### src/rtl/pit_irq_sequencer.sv
// Config sequencer and interrupt arbiter for a bank of interval timer channels.
// Define PIT_RR_ARB_EN for round-robin grants; fixed lowest-index priority otherwise.
module pit_irq_sequencer #(
    parameter int NUM_CH = 4,
    parameter int ID_W   = 2
) (
    input  logic                  clk,
    input  logic                  reset,
    input  logic                  cfg_valid,
    output logic                  cfg_ready,
    input  logic [3:0]            cfg_addr,
    input  logic [7:0]            cfg_data,
    output logic [NUM_CH-1:0]     ch_write_enable,
    output logic [8*NUM_CH-1:0]   ch_counter_high,
    output logic [8*NUM_CH-1:0]   ch_counter_low,
    output logic [NUM_CH-1:0]     ch_repeating,
    output logic [NUM_CH-1:0]     ch_divider_on,
    input  logic [NUM_CH-1:0]     ch_interrupting,
    output logic                  irq,
    output logic [ID_W-1:0]       irq_id,
    input  logic                  irq_ack,
    output logic [NUM_CH-1:0]     overrun
);

    typedef enum logic [1:0] {IDLE, LOAD, SETTLE} state_t;

    state_t            state;
    logic [1:0]        cur_ch;
    logic [7:0]        sh_low  [NUM_CH];
    logic [7:0]        sh_high [NUM_CH];
    logic [NUM_CH-1:0] sh_rep;
    logic [NUM_CH-1:0] sh_div;
    logic [NUM_CH-1:0] irq_en;
    logic [NUM_CH-1:0] pending;

    logic [1:0]        cfg_ch;
    logic [1:0]        cfg_reg;
    logic              accept;
    logic              ctrl_wr;
    logic              unused_bits;

    logic [NUM_CH-1:0] pend_set;
    logic [NUM_CH-1:0] ack_clr;
    logic [NUM_CH-1:0] en_clr;
    logic [NUM_CH-1:0] ovr_set;
    logic [NUM_CH-1:0] ovr_clr;
    logic [ID_W-1:0]   grant_id;

    assign cfg_ch      = cfg_addr[3:2];
    assign cfg_reg     = cfg_addr[1:0];
    assign accept      = cfg_valid & cfg_ready;
    assign ctrl_wr     = accept && (cfg_reg == 2'd2);
    assign unused_bits = ^cfg_data[7:4];

    always_ff @(posedge clk) begin
        if (reset) begin
            state           <= IDLE;
            cfg_ready       <= 1'b1;
            cur_ch          <= '0;
            ch_write_enable <= '1;
            ch_counter_high <= '0;
            ch_counter_low  <= '0;
            ch_repeating    <= '0;
            ch_divider_on   <= '0;
            sh_rep          <= '0;
            sh_div          <= '0;
            irq_en          <= '0;
            for (int c = 0; c < NUM_CH; c++) begin
                sh_low[c]  <= '0;
                sh_high[c] <= '0;
            end
        end else begin
            unique case (state)
                IDLE: begin
                    // Commits to channels that do not exist fall through here
                    if (accept) begin
                        for (int c = 0; c < NUM_CH; c++) begin
                            if (cfg_ch == 2'(c)) begin
                                case (cfg_reg)
                                    2'd0: sh_low[c]  <= cfg_data;
                                    2'd1: sh_high[c] <= cfg_data;
                                    2'd2: begin
                                        sh_rep[c] <= cfg_data[0];
                                        sh_div[c] <= cfg_data[1];
                                        irq_en[c] <= cfg_data[2];
                                    end
                                    default: begin
                                        state     <= LOAD;
                                        cfg_ready <= 1'b0;
                                        cur_ch    <= cfg_ch;
                                        ch_counter_low[8*c +: 8]  <= sh_low[c];
                                        ch_counter_high[8*c +: 8] <= sh_high[c];
                                        ch_repeating[c]    <= sh_rep[c];
                                        ch_divider_on[c]   <= sh_div[c];
                                        ch_write_enable[c] <= 1'b1;
                                    end
                                endcase
                            end
                        end
                    end
                end
                LOAD: begin
                    state <= SETTLE;
                    for (int c = 0; c < NUM_CH; c++) begin
                        if (cur_ch == 2'(c)) begin
                            ch_write_enable[c] <= 1'b0;
                        end
                    end
                end
                SETTLE: begin
                    state     <= IDLE;
                    cfg_ready <= 1'b1;
                end
                default: begin
                    state     <= IDLE;
                    cfg_ready <= 1'b1;
                end
            endcase
        end
    end

    always_comb begin
        ack_clr = '0;
        en_clr  = '0;
        ovr_clr = '0;
        for (int c = 0; c < NUM_CH; c++) begin
            ack_clr[c] = irq & irq_ack & (irq_id == ID_W'(c));
            if (ctrl_wr && (cfg_ch == 2'(c))) begin
                en_clr[c]  = ~cfg_data[2] & ~(irq && (irq_id == ID_W'(c)));
                ovr_clr[c] = cfg_data[3];
            end
        end
        pend_set = ch_interrupting & irq_en;
        ovr_set  = pend_set & pending & ~ack_clr;
    end

`ifdef PIT_RR_ARB_EN
    logic [ID_W-1:0] last;
    int              best;
    int              dist;

    // Distance from the slot after the last grant decides the winner
    always_comb begin
        grant_id = '0;
        best     = NUM_CH;
        dist     = 0;
        for (int i = 0; i < NUM_CH; i++) begin
            dist = (i + 2 * NUM_CH - int'(last) - 1) % NUM_CH;
            if (pending[i] && (dist < best)) begin
                best     = dist;
                grant_id = ID_W'(i);
            end
        end
    end
`else
    always_comb begin
        grant_id = '0;
        for (int i = NUM_CH - 1; i >= 0; i--) begin
            if (pending[i]) begin
                grant_id = ID_W'(i);
            end
        end
    end
`endif

    always_ff @(posedge clk) begin
        if (reset) begin
            pending <= '0;
            overrun <= '0;
            irq     <= 1'b0;
            irq_id  <= '0;
`ifdef PIT_RR_ARB_EN
            last    <= ID_W'(NUM_CH - 1);
`endif
        end else begin
            pending <= (pending & ~(ack_clr | en_clr)) | pend_set;
            overrun <= (overrun & ~ovr_clr) | ovr_set;
            if (irq) begin
                if (irq_ack) begin
                    irq <= 1'b0;
                end
            end else if (|pending) begin
                irq    <= 1'b1;
                irq_id <= grant_id;
`ifdef PIT_RR_ARB_EN
                last   <= grant_id;
`endif
            end
        end
    end

endmodule

### config.mk
export PLATFORM = sky130hd
export DESIGN_NAME = pit_irq_sequencer
export DESIGN_NICKNAME = d
export VERILOG_FILES = /design/src/rtl/pit_irq_sequencer.sv
export SDC_FILE = /design/constraint.sdc
export NUM_CORES = 1
export LEC_CHECK = 0
export ABC_AREA = 1
export BUFFER_PORTS_ARGS = -buffer_cell sky130_fd_sc_hd__buf_2
export CAP_MARGIN = 20
export CORE_UTILIZATION = 45
export CTS_BUF_LIST = sky130_fd_sc_hd__clkbuf_16
export DETAILED_ROUTE_END_ITERATION = 6
export GPL_TIMING_DRIVEN = 1
export PLACE_DENSITY = 0.64
export SETUP_SLACK_MARGIN = 0.1
export SLEW_MARGIN = 20
export SYNTH_ARGS = -nofsm -noshare
export SYNTH_HDL_FRONTEND = slang
export SYNTH_SLANG_ARGS = --single-unit
### constraint.sdc
create_clock -name clk -period 2.3 [get_ports clk]
set_input_delay 0.115 -clock clk [delete_from_list [all_inputs] [get_ports clk]]
set_output_delay 0.115 -clock clk [all_outputs]
set_load 0.005 [all_outputs]
==> results.md <==
* NetSw at about 0.0014 W
* Clock Pin Slew Worst Setup and Hold Paths at roughly 0.06 ns
* Area of the die at about 15000 um2
* Seq cells post-synth at between 150 and 200
* Fin area at 7560 um2
* Leakage at between 3 and 4 nW
* Top-count cell post-synth: nor2_1
* WL/cell at 14.8 um
* IO Port Bufs at slightly above 100
* Max Root-Sink Buffers at 2
* First-pass GRT wire length at around 23000 um
* Mapped Area at approximately 6400 um2
* Number of nets in the layout at a little over 800
* Critical Path Sink Type: flip-flop
* Max incr delay on CP at around 0.37 ns
* Fill cells at ~1300
* Layout cells sized above 1 at 0.186
* Routed Antenna Nets at 0
* Yosys top cell area share at 0.325
* Hold Vio Cnt, Final at 0
* Syn_nets at about 720
* DRT iter0 DRCs at approximately 330
* Min-delay worst type: input pin to flip-flop
* Final worst-path cycle share at 0.779
* DRC at 0
* Syn-to-layout area delta at 18.1%
* CTS tree: yes
* Vias in the first global route at between 4000 and 5000
* Area leader, netlist: dfxtp_1
* Global route total overflow at 0
* Sequential Power Share at 0.531
* Syn Inst Count at approximately 700
* Slowest cell on crit path: dfxtp_1
* Total wire length at roughly 15000 um
* Final Skew at around 0.016 ns
* Post-synth EDFFs at 64
* Rows at 43
* Hold Slack at about 0.0078 ns
* Logic gate share of total power at 0.053
* Initial Utilization at 0.461
* Top post-synthesis cells by area: dfxtp_1 33%, edfxtp_1 30%, nor2_1 10%
* Synth async-reset ratio at 0
* Startpoint types: flip-flop
* Total Power at 0.00602 W
* Max-slew violations at 0
* Core box area at between 10000 and 15000 um2
* Int Pwr at around 0.0046 W
* RSZ-0062 raised after global routing: false
* Boundary pin count at 104
* Largest net degree at the start of global routing at 53
* GR Util All Layers at 0.212
* Gpl congestion at between 0.8 and 0.9
* Top FF cell, synth: dfxtp_1
* Initial DRT Pass Iterations at 5
* Htree depth at 4
* Critical Path RT at 2.40 ns
* CTS Buf Count at 17
* Sw Ratio at 0.234
* Worst-case vdd ir drop at about 470 uV
* Ys Warns at 0
* Max Cap Violations at 0
* Clock Sinks at about 170
* CP cell instances: nor2_4 -> nand2_1 -> inv_1 -> nand2_1 -> nand2_1
* Synth cell count leaders: 179 x nor2_1, 104 x dfxtp_1, 103 x nand2_1
* Syn_area_per_cell at between 9 and 10 um2
* DP Area at between 7000 and 8000 um2
* Layout Cells excl Fill at about 990
* Fin crit period at around 1.8 ns
* Crit path max fanout at 16
* Die width at between 100 and 150 um
* Clk network pwr share at 0.416
* Fmax at roughly 560 MHz
* Final setup fails at 0
* Worst-Skew Late Latency at between 0.4 and 0.5 ns
* Cell mode on critical path: nand2_1
* Initial antenna violation count at 1
* Vias per inst at 5.01
* Setup TNS at 0 ns
* Slew @ Worst Pin at around 0.68 ns
* Slew headroom at 0.543
* Cell count after placement at 958
* Die Ht at 121 um
* Post-synth cell types at 27
* Run status: finished, final reports clean
* PwrDens at between 700 and 800 nW/um2
* Routed vias at ~5000
* CTS root buffer: clkbuf_16
* Sequential element share of the synthesized area at 0.626
* CTS resizes at 0
* Arrival @ worst endpoint at 1.89 ns
* Post-DP HPWL at 10100 um
* Kind of critical path: flip-flop to flip-flop
* Diodes inserted at 0
## cell usage in the layout (no fill, tap or decap), drive strengths merged
cell,n
nand2,109
a21oi,55
clkbuf,17
and2,1
o21ai,58
inv,31
dfxtp,104
dlygate4sd3,4
nand3,57
nor3,4
edfxtp,64
nor2,184
clkinv,12
o211ai,1
clkinvlp,4
nand4,1
buf,108
## registers in the layout, summed over array words and instances, names as in the netlist, 2 cells and up
name / count
sh_rep: 4
sh_div: 4
ch_counter_low: 32
ch_repeating: 4
overrun: 4
irq_id: 2
ch_counter_high: 32
cur_ch: 2
ch_divider_on: 4
irq_en: 4
pending: 4
state: 2
ch_write_enable: 4
sh_high: 32
sh_low: 32
## timing repair
action | 4_1_cts | 5_1_grt
setup buffers | 0 | 0
hold buffers | 4 | 0
hold endpoints to repair | 6 | 0
## per-stage QoR
step	setup slack (ns)	utilization
2_1_floorplan	0.716	-
3_3_place_gp	0.565	0.504
3_5_place_dp	0.516	0.504
4_1_cts	0.497	0.544
5_1_grt	0.362	0.544
6_report	0.509	0.544
## path summary, 6_finish.rpt
kind               start      endpoint  slack [ns]  cells after the start
max             state[1]  sh_low[0][1]        0.51                      5
min          cfg_data[1]     sh_div[0]       0.008                      3
max reg2reg     state[1]  sh_low[0][1]        0.51                      5
min reg2reg   overrun[2]    overrun[2]        0.46                      2
## power groups by stage
| stage | logic, W | registers [W] | clock network [W] |
|---|---|---|---|
| final | 0.000318 | 0.00320 | 0.00251 |
| after global routing | 0.000355 | 0.00320 | 0.00267 |
| after CTS | 0.000320 | 0.00320 | 0.00256 |
| after detailed placement | 0.000314 | 0.00326 | 0 |
| after global placement | 0.000306 | 0.00326 | 0 |
| after floorplan | 0.000202 | 0.00325 | 0 |
## per-layer routing
| layer | GRT usage | wire length (um) | vias up |
|---|---|---|---|
| met5 | 0 | 0 | - |
| met4 | 0.0949 | 352 | 0 |
| met3 | 0.0489 | 697 | 24 |
| met2 | 0.356 | 7190 | 134 |
| met1 | 0.259 | 6500 | 2314 |
| li1 | - | - | 2511 |
## final cells by class
type,instances,area (um2),area share
well taps,180,225,0.0298
inverters,32,133,0.0175
clock inverters,15,90.1,0.0119
clock buffers,17,425,0.0563
flip-flops and latches,168,4000,0.530
repair buffers,112,606,0.0801
multi-input cells,470,2070,0.275
## kinds of logic after synthesis
logic type | count (synthesis) | synth area share
AND/OR/NAND/NOR | 356 | 0.235
AO/OA/AOI/OAI | 114 | 0.0895
buffers and inverters | 63 | 0.0502
flip-flops | 168 | 0.626
## worst max-delay path, delay by kind of cell, from the launching register on
kind,cells,cell delay (ns)
and+or+nand+nor,4,0.70
DFF,1,0.37
buffers and inverters,1,0.37
No activity file was read; power rests on OpenSTA's default activity.
